`src/rtl/dcache_ctrl_pkg.sv`:
```
// Shared geometry, address-field positions and FSM encoding for the direct-mapped data cache.
// Used by the controller, the line array and the verification environment.
package dcache_ctrl_pkg;

    localparam int unsigned NUM_BLOCKS  = 8;
    localparam int unsigned BLOCK_BYTES = 4;
    localparam int unsigned TAG_W       = 3;
    localparam int unsigned IDX_W       = 3;
    localparam int unsigned OFF_W       = 2;
    localparam int unsigned ADDR_W      = 8;
    localparam int unsigned BLK_ADDR_W  = TAG_W + IDX_W;
    localparam int unsigned BLOCK_W     = BLOCK_BYTES * 8;

    // ADDRESS = {tag[7:5], index[4:2], offset[1:0]}
    localparam int unsigned TAG_HI = 7;
    localparam int unsigned TAG_LO = 5;
    localparam int unsigned IDX_HI = 4;
    localparam int unsigned IDX_LO = 2;
    localparam int unsigned OFF_HI = 1;
    localparam int unsigned OFF_LO = 0;

    localparam logic [1:0] ST_IDLE       = 2'd0;
    localparam logic [1:0] ST_WRITE_BACK = 2'd1;
    localparam logic [1:0] ST_MEM_READ   = 2'd2;
    localparam logic [1:0] ST_UPDATE     = 2'd3;

    function automatic logic [7:0] sel_byte(input logic [BLOCK_W-1:0] blk,
                                            input logic [OFF_W-1:0]   off);
        return blk[{off, 3'b000} +: 8];
    endfunction

endpackage

```
`src/rtl/dcache_line_array.sv`:
```
// Register-based valid/dirty/tag/data storage for the cache lines.
// Combinational lookup with tag compare; registered byte store or whole-line refill.
module dcache_line_array
    import dcache_ctrl_pkg::*;
(
    input  logic               clk_i,
    input  logic               rst_i,
    input  logic [IDX_W-1:0]   idx_i,
    input  logic [TAG_W-1:0]   tag_i,
    output logic               hit_o,
    output logic               valid_o,
    output logic               dirty_o,
    output logic [TAG_W-1:0]   tag_o,
    output logic [BLOCK_W-1:0] data_o,
    input  logic               byte_we_i,
    input  logic [OFF_W-1:0]   off_i,
    input  logic [7:0]         byte_i,
    input  logic               blk_we_i,
    input  logic [BLOCK_W-1:0] blk_i
);

    logic [NUM_BLOCKS-1:0] valid_q;
    logic [NUM_BLOCKS-1:0] dirty_q;
    logic [TAG_W-1:0]      tag_q  [NUM_BLOCKS];
    logic [BLOCK_W-1:0]    data_q [NUM_BLOCKS];

    always_comb begin
        valid_o = valid_q[idx_i];
        dirty_o = dirty_q[idx_i];
        tag_o   = tag_q[idx_i];
        data_o  = data_q[idx_i];
        hit_o   = valid_q[idx_i] && (tag_q[idx_i] == tag_i);
    end

    // Refill wins over a byte store; a refill always leaves the line clean.
    always_ff @(posedge clk_i) begin
        if (rst_i) begin
            valid_q <= '0;
            dirty_q <= '0;
            tag_q   <= '{default: '0};
            data_q  <= '{default: '0};
        end else if (blk_we_i) begin
            data_q[idx_i]  <= blk_i;
            tag_q[idx_i]   <= tag_i;
            valid_q[idx_i] <= 1'b1;
            dirty_q[idx_i] <= 1'b0;
        end else if (byte_we_i) begin
            data_q[idx_i][{off_i, 3'b000} +: 8] <= byte_i;
            dirty_q[idx_i]                      <= 1'b1;
        end
    end

endmodule

```
`src/rtl/dcache_ctrl.sv`:
```
// Direct-mapped write-back data cache controller: hit/miss handling, write-back and refill
// sequencing toward word-organised data memory, and CPU stall generation.
module dcache_ctrl
    import dcache_ctrl_pkg::*;
(
    input  logic                  CLK,
    input  logic                  RESET,
    input  logic                  READ,
    input  logic                  WRITE,
    input  logic [ADDR_W-1:0]     ADDRESS,
    input  logic [7:0]            WRITEDATA,
    output logic [7:0]            READDATA,
    output logic                  BUSYWAIT,
    output logic                  MEM_READ,
    output logic                  MEM_WRITE,
    output logic [BLK_ADDR_W-1:0] MEM_ADDRESS,
    output logic [BLOCK_W-1:0]    MEM_WRITEDATA,
    input  logic [BLOCK_W-1:0]    MEM_READDATA,
    input  logic                  MEM_BUSYWAIT
);

    logic [1:0]         state_q, state_d;
    logic [BLOCK_W-1:0] fill_q;
    logic [7:0]         readdata_q;

    logic               hit, line_valid, line_dirty;
    logic [TAG_W-1:0]   line_tag;
    logic [BLOCK_W-1:0] line_data;
    logic               req, byte_we, blk_we;

    assign req     = READ | WRITE;
    assign byte_we = WRITE && hit && (state_q == ST_IDLE);
    assign blk_we  = (state_q == ST_UPDATE);

    dcache_line_array u_lines (
        .clk_i     (CLK),
        .rst_i     (RESET),
        .idx_i     (ADDRESS[IDX_HI:IDX_LO]),
        .tag_i     (ADDRESS[TAG_HI:TAG_LO]),
        .hit_o     (hit),
        .valid_o   (line_valid),
        .dirty_o   (line_dirty),
        .tag_o     (line_tag),
        .data_o    (line_data),
        .byte_we_i (byte_we),
        .off_i     (ADDRESS[OFF_HI:OFF_LO]),
        .byte_i    (WRITEDATA),
        .blk_we_i  (blk_we),
        .blk_i     (fill_q)
    );

    always_comb begin
        state_d = state_q;
        case (state_q)
            ST_IDLE:       if (req && !hit)
                               state_d = (line_valid && line_dirty) ? ST_WRITE_BACK : ST_MEM_READ;
            ST_WRITE_BACK: if (!MEM_BUSYWAIT) state_d = ST_MEM_READ;
            ST_MEM_READ:   if (!MEM_BUSYWAIT) state_d = ST_UPDATE;
            ST_UPDATE:     state_d = ST_IDLE;
            default:       state_d = ST_IDLE;
        endcase
    end

    always_comb begin
        MEM_WRITE     = (state_q == ST_WRITE_BACK);
        MEM_READ      = (state_q == ST_MEM_READ);
        MEM_ADDRESS   = '0;
        MEM_WRITEDATA = '0;
        if (MEM_WRITE) begin
            MEM_ADDRESS   = {line_tag, ADDRESS[IDX_HI:IDX_LO]};
            MEM_WRITEDATA = line_data;
        end else if (MEM_READ) begin
            MEM_ADDRESS   = ADDRESS[TAG_HI:IDX_LO];
        end
        BUSYWAIT = req && (!hit || (state_q != ST_IDLE));
        // Load data is live on a read hit and otherwise holds the last delivered byte.
        READDATA = (READ && !WRITE && hit && (state_q == ST_IDLE))
                   ? sel_byte(line_data, ADDRESS[OFF_HI:OFF_LO]) : readdata_q;
    end

    // The refill word is captured at transfer completion and written into the line in UPDATE.
    always_ff @(posedge CLK) begin
        if (RESET) begin
            state_q    <= ST_IDLE;
            fill_q     <= '0;
            readdata_q <= '0;
        end else begin
            state_q    <= state_d;
            readdata_q <= READDATA;
            if ((state_q == ST_MEM_READ) && !MEM_BUSYWAIT) fill_q <= MEM_READDATA;
        end
    end

endmodule

```
`config.mk`:
```
export PLATFORM = sky130hd
export DESIGN_NAME = dcache_ctrl
export DESIGN_NICKNAME = d
export VERILOG_FILES = /design/src/rtl/dcache_ctrl_pkg.sv /design/src/rtl/dcache_line_array.sv /design/src/rtl/dcache_ctrl.sv
export SDC_FILE = /design/constraint.sdc
export NUM_CORES = 1
export LEC_CHECK = 0
export BUFFER_PORTS_ARGS = -buffer_cell sky130_fd_sc_hd__buf_4
export CORE_MARGIN = 1
export CORE_UTILIZATION = 45
export CTS_CLUSTER_SIZE = 25
export DETAILED_ROUTE_END_ITERATION = 8
export PLACE_DENSITY_LB_ADDON = 0.2
export RECOVER_POWER = 50
export SLEW_MARGIN = 20
export SYNTH_ARGS = -nofsm -noshare
export SYNTH_HDL_FRONTEND = slang
export SYNTH_SLANG_ARGS = --single-unit
```
`constraint.sdc`:
```
create_clock -name CLK -period 5.3 [get_ports CLK]
set_input_delay 0.53 -clock CLK [delete_from_list [all_inputs] [get_ports CLK]]
set_output_delay 0.53 -clock CLK [all_outputs]
set_load 0.01 [all_outputs]
```
==> summary.md <==
| Metric | Value |
|---|---|
| Vias in the first global route | 15676 |
| Critical path data required time | 4770 ps |
| # DRC | 0 |
| Synth-to-layout area growth | 12.1% |
| Top sig layer | met5 |
| GPL Wtd Cong | ~1 |
| Post-Synthesis Cells | 1855 |
| Final setup viols | 0 |
| Pre-CTS WS | approximately 850 ps |
| Syn_nets | about 1900 |
| Total grt overflow | 0 |
| Sequential element share of the synthesized area | about two fifths |
| Die W | around 200 µm |
| Clk sinks | 338 |
| # rows | 70 |
| Vias | between 15000 and 20000 |
| # hold bufs at CTS | 0 |
| Top achievable clock speed | between 200 and 250 MHz |
| Count of cells resized by post-cts repair | 0 |
| CP dominant cell by count | buf_4 |
| First-pass GRT wire length | 101000 µm |
| Via-per-instance ratio | about 7 |
| Crit path buf inv count | 4 |
| Syn avg cell area | between 9 and 10 µm² |
| CP endpoint kind | output pin |
| Fraction of layout cells with a size suffix above 1 | ~13% |
| Clk root buf | clkbuf_16 |
| Setup Buffers After CTS | 0 |
| TNS Setup | 0 ps |
| Die height | between 150 and 200 µm |
| Outcome | complete, but fails checks |
| Final Worst Setup Slack | 320 ps |
| DRT iter0 DRCs | approximately 2400 |
| Drt pass-1 iters | 6 |
| Final net count | around 1900 |
| Ranking of synthesized cells by area | dfxtp_1 (40%), o2bb2ai_1 (9.5%), a22oi_1 (8.9%) |
| Die area | between 0.03 and 0.04 mm² |
| Max Cap Viol | 9 |
| Clock Skews | between 10 and 15 ps |
| Post-Syn Area | 0.0170 mm² |
| Routed WL | roughly 68000 µm |
| PD cells | 333 mW/mm² |
| CTS H-tree depth | 2 |
| Crit path DAT | 4450 ps |
| Post-DR wirelength/cell | a little under 30 µm |
| Layout Utilization | between 50% and 60% |
| Most used DFF post-synth | dfxtp_1 |
| Min Tclk post-route | 4980 ps |
| CTS Buf Count | 38 |
| CP max stage delay | 1300 ps |
| Leakage | roughly 0.0062 µW |
| Routed Antenna Nets | 0 |
| Post-synth EDFFs | 0 |
| Min-delay worst type | in2reg |
| Post-DP HPWL | 44900 µm |
| Post-route cell area | between 0.015 and 0.02 mm² |
| Slowest-stage cell, CP | nor2_1 |
| Max Slew Vio Count | between 150 and 200 |
| Cell Chain, Critical Path | buf_4, buf_12, nor2_1, clkbuf_1, a22oi_1, nand2_1, a221o_1, o221ai_1, mux2_1, buf_4 |
| Family with the most delay on the worst path | simple AND/OR/NAND/NOR gates |
| Peak VDD IR | roughly 280 µV |
| DR WL met2 | between 20000 and 30000 µm |
| Async S/R FF share, synth | 0% |
| I/O Buffers | a little over 100 |
| Placeable core area | approximately 0.037 mm² |
| Final-report hold violation count | 0 |
| Worst slew pin tran | 2830 ps |
| Max_slew headroom | -89.0% |
| TritonCTS clock tree | done |
| Io pins | 102 |
| Yosys cell types | between 50 and 60 |
| RSZ-0062 raised after global routing | no |
| Initial antenna violation count | 1 |
| Final period utilization | a little over nine tenths |
| Syn. warnings | 0 |
| Crit path kind | in2out |
| Largest net degree at the start of global routing | ~120 |
| Crit Path Max Fanout | 40 |
| WL met1 | roughly 28000 µm |
| Failing checks | max-capacitance violations, max-slew violations |
| CTS Buffer Depth | 3 |
| Yosys top cell area share | approximately two fifths |
| Clock transition at path regs | approximately 60 ps |
| Synth area leader | dfxtp_1 |
| Seq cells post-synth | about 340 |
| Clock latency at the later pin of the worst-skew pair | about 530 ps |
| Most common cell in the netlist | dfxtp_1 |
| Total GRT Usage | 34.7% |
| Startpoint Class | primary input |
| Post-synth top cells | dfxtp_1 (338), a22oi_1 (200), o2bb2ai_1 (184), nand2_1 (152), nor2_1 (130) |
| Initial Util | between 40% and 50% |
| Routed wire length on met3 | 7920 µm |
| Cell Area, Placed | between 0.015 and 0.02 mm² |
-- power by group --
part | internal [µW] | switching, µW
combinational | 232 | 663
sequential | 2590 | 96.1
clock | 1660 | 1100
-- cell type report --
cell class	count	area (µm²)
clock buffer	57	1160
tap	504	631
fill	3430	17900
antenna	1	2.50
sequential	338	6770
timing repair buffer	148	1020
inverter	15	56.3
multi-input combinational	1289	9250
clock inverter	12	139
-- registers in the layout, indices dropped and copies added (netlist names), named ones only --
| signal | cells |
|---|---|
| u_lines.tag_q | 24 |
| u_lines.data_q | 256 |
| fill_q | 32 |
| readdata_q | 8 |
| state_q | 2 |
| u_lines.valid_q | 8 |
-- stage by stage --
stage | total power (µW) | hold slack, ps | cells
2_1_floorplan | 3240 | 427 | 1855
3_3_place_gp | 3630 | 438 | 2294
3_5_place_dp | 3630 | 442 | 2294
4_1_cts | 6360 | 237 | 2363
5_1_grt | 6500 | 244 | 2363
6_report | 6340 | 248 | 2364
-- logic make-up after synthesis --
kind of cell / synth area share [%]
AO/OA/AOI/OAI: 31.6
adder cells (fa/ha/maj): 0.738
buffers and inverters: 5.51
flip-flops: 39.9
multiplexers: 9.81
AND/OR/NAND/NOR: 12.4
-- final timing paths --
kind,startpoint,to,slack [ps],cells past startpoint
max,ADDRESS[2],READDATA[6],320,10
min,MEM_READDATA[21],fill_q[21],250,3
max reg2reg,state_q[0],u_lines.data_q[138],900,7
min reg2reg,u_lines.tag_q[15],u_lines.tag_q[15],460,2
-- layout by cell type (no fill, tap or decap), types with 8 or more instances in the layout --
cell,synthesis,routed
dfxtp_1,338,338
a22oi_1,200,200
o2bb2ai_1,184,184
nand2_1,152,152
nor2_1,130,129
a21oi_1,118,121
buf_4,2,114
mux2i_1,101,101
a221oi_1,61,61
clkbuf_16,0,41
clkbuf_1,124,40
and2_1,40,32
a221o_1,30,30
nor3_1,36,27
and3_1,25,25
mux4_2,21,21
o21ai_0,17,17
o22ai_1,15,15
a21oi_2,18,15
mux2_2,16,14
inv_1,12,12
nor2b_1,12,12
nand2b_1,13,12
o211ai_1,10,10
a211oi_1,10,10
ha_1,10,10
a211o_1,9,9
a31oi_1,9,9
nor3_2,0,9
and2_0,0,8
clkinv_2,0,8
-- metal layers --
layer	up-vias	track usage [%]
met3	229	9.25
met1	7950	46.6
li1	7034	-
met2	1075	51.1
met5	-	2.55
met4	2	16.9
-- worst register-to-register path: stages, from the launching register on --
cell	delay, ps
dfxtp_1	360
ha_1	150
buf_4	300
inv_2	310
nor3_1	1550
clkbuf_1	1160
a22oi_1	270
o2bb2ai_1	210
No activity file was read; power rests on OpenSTA's default activity.
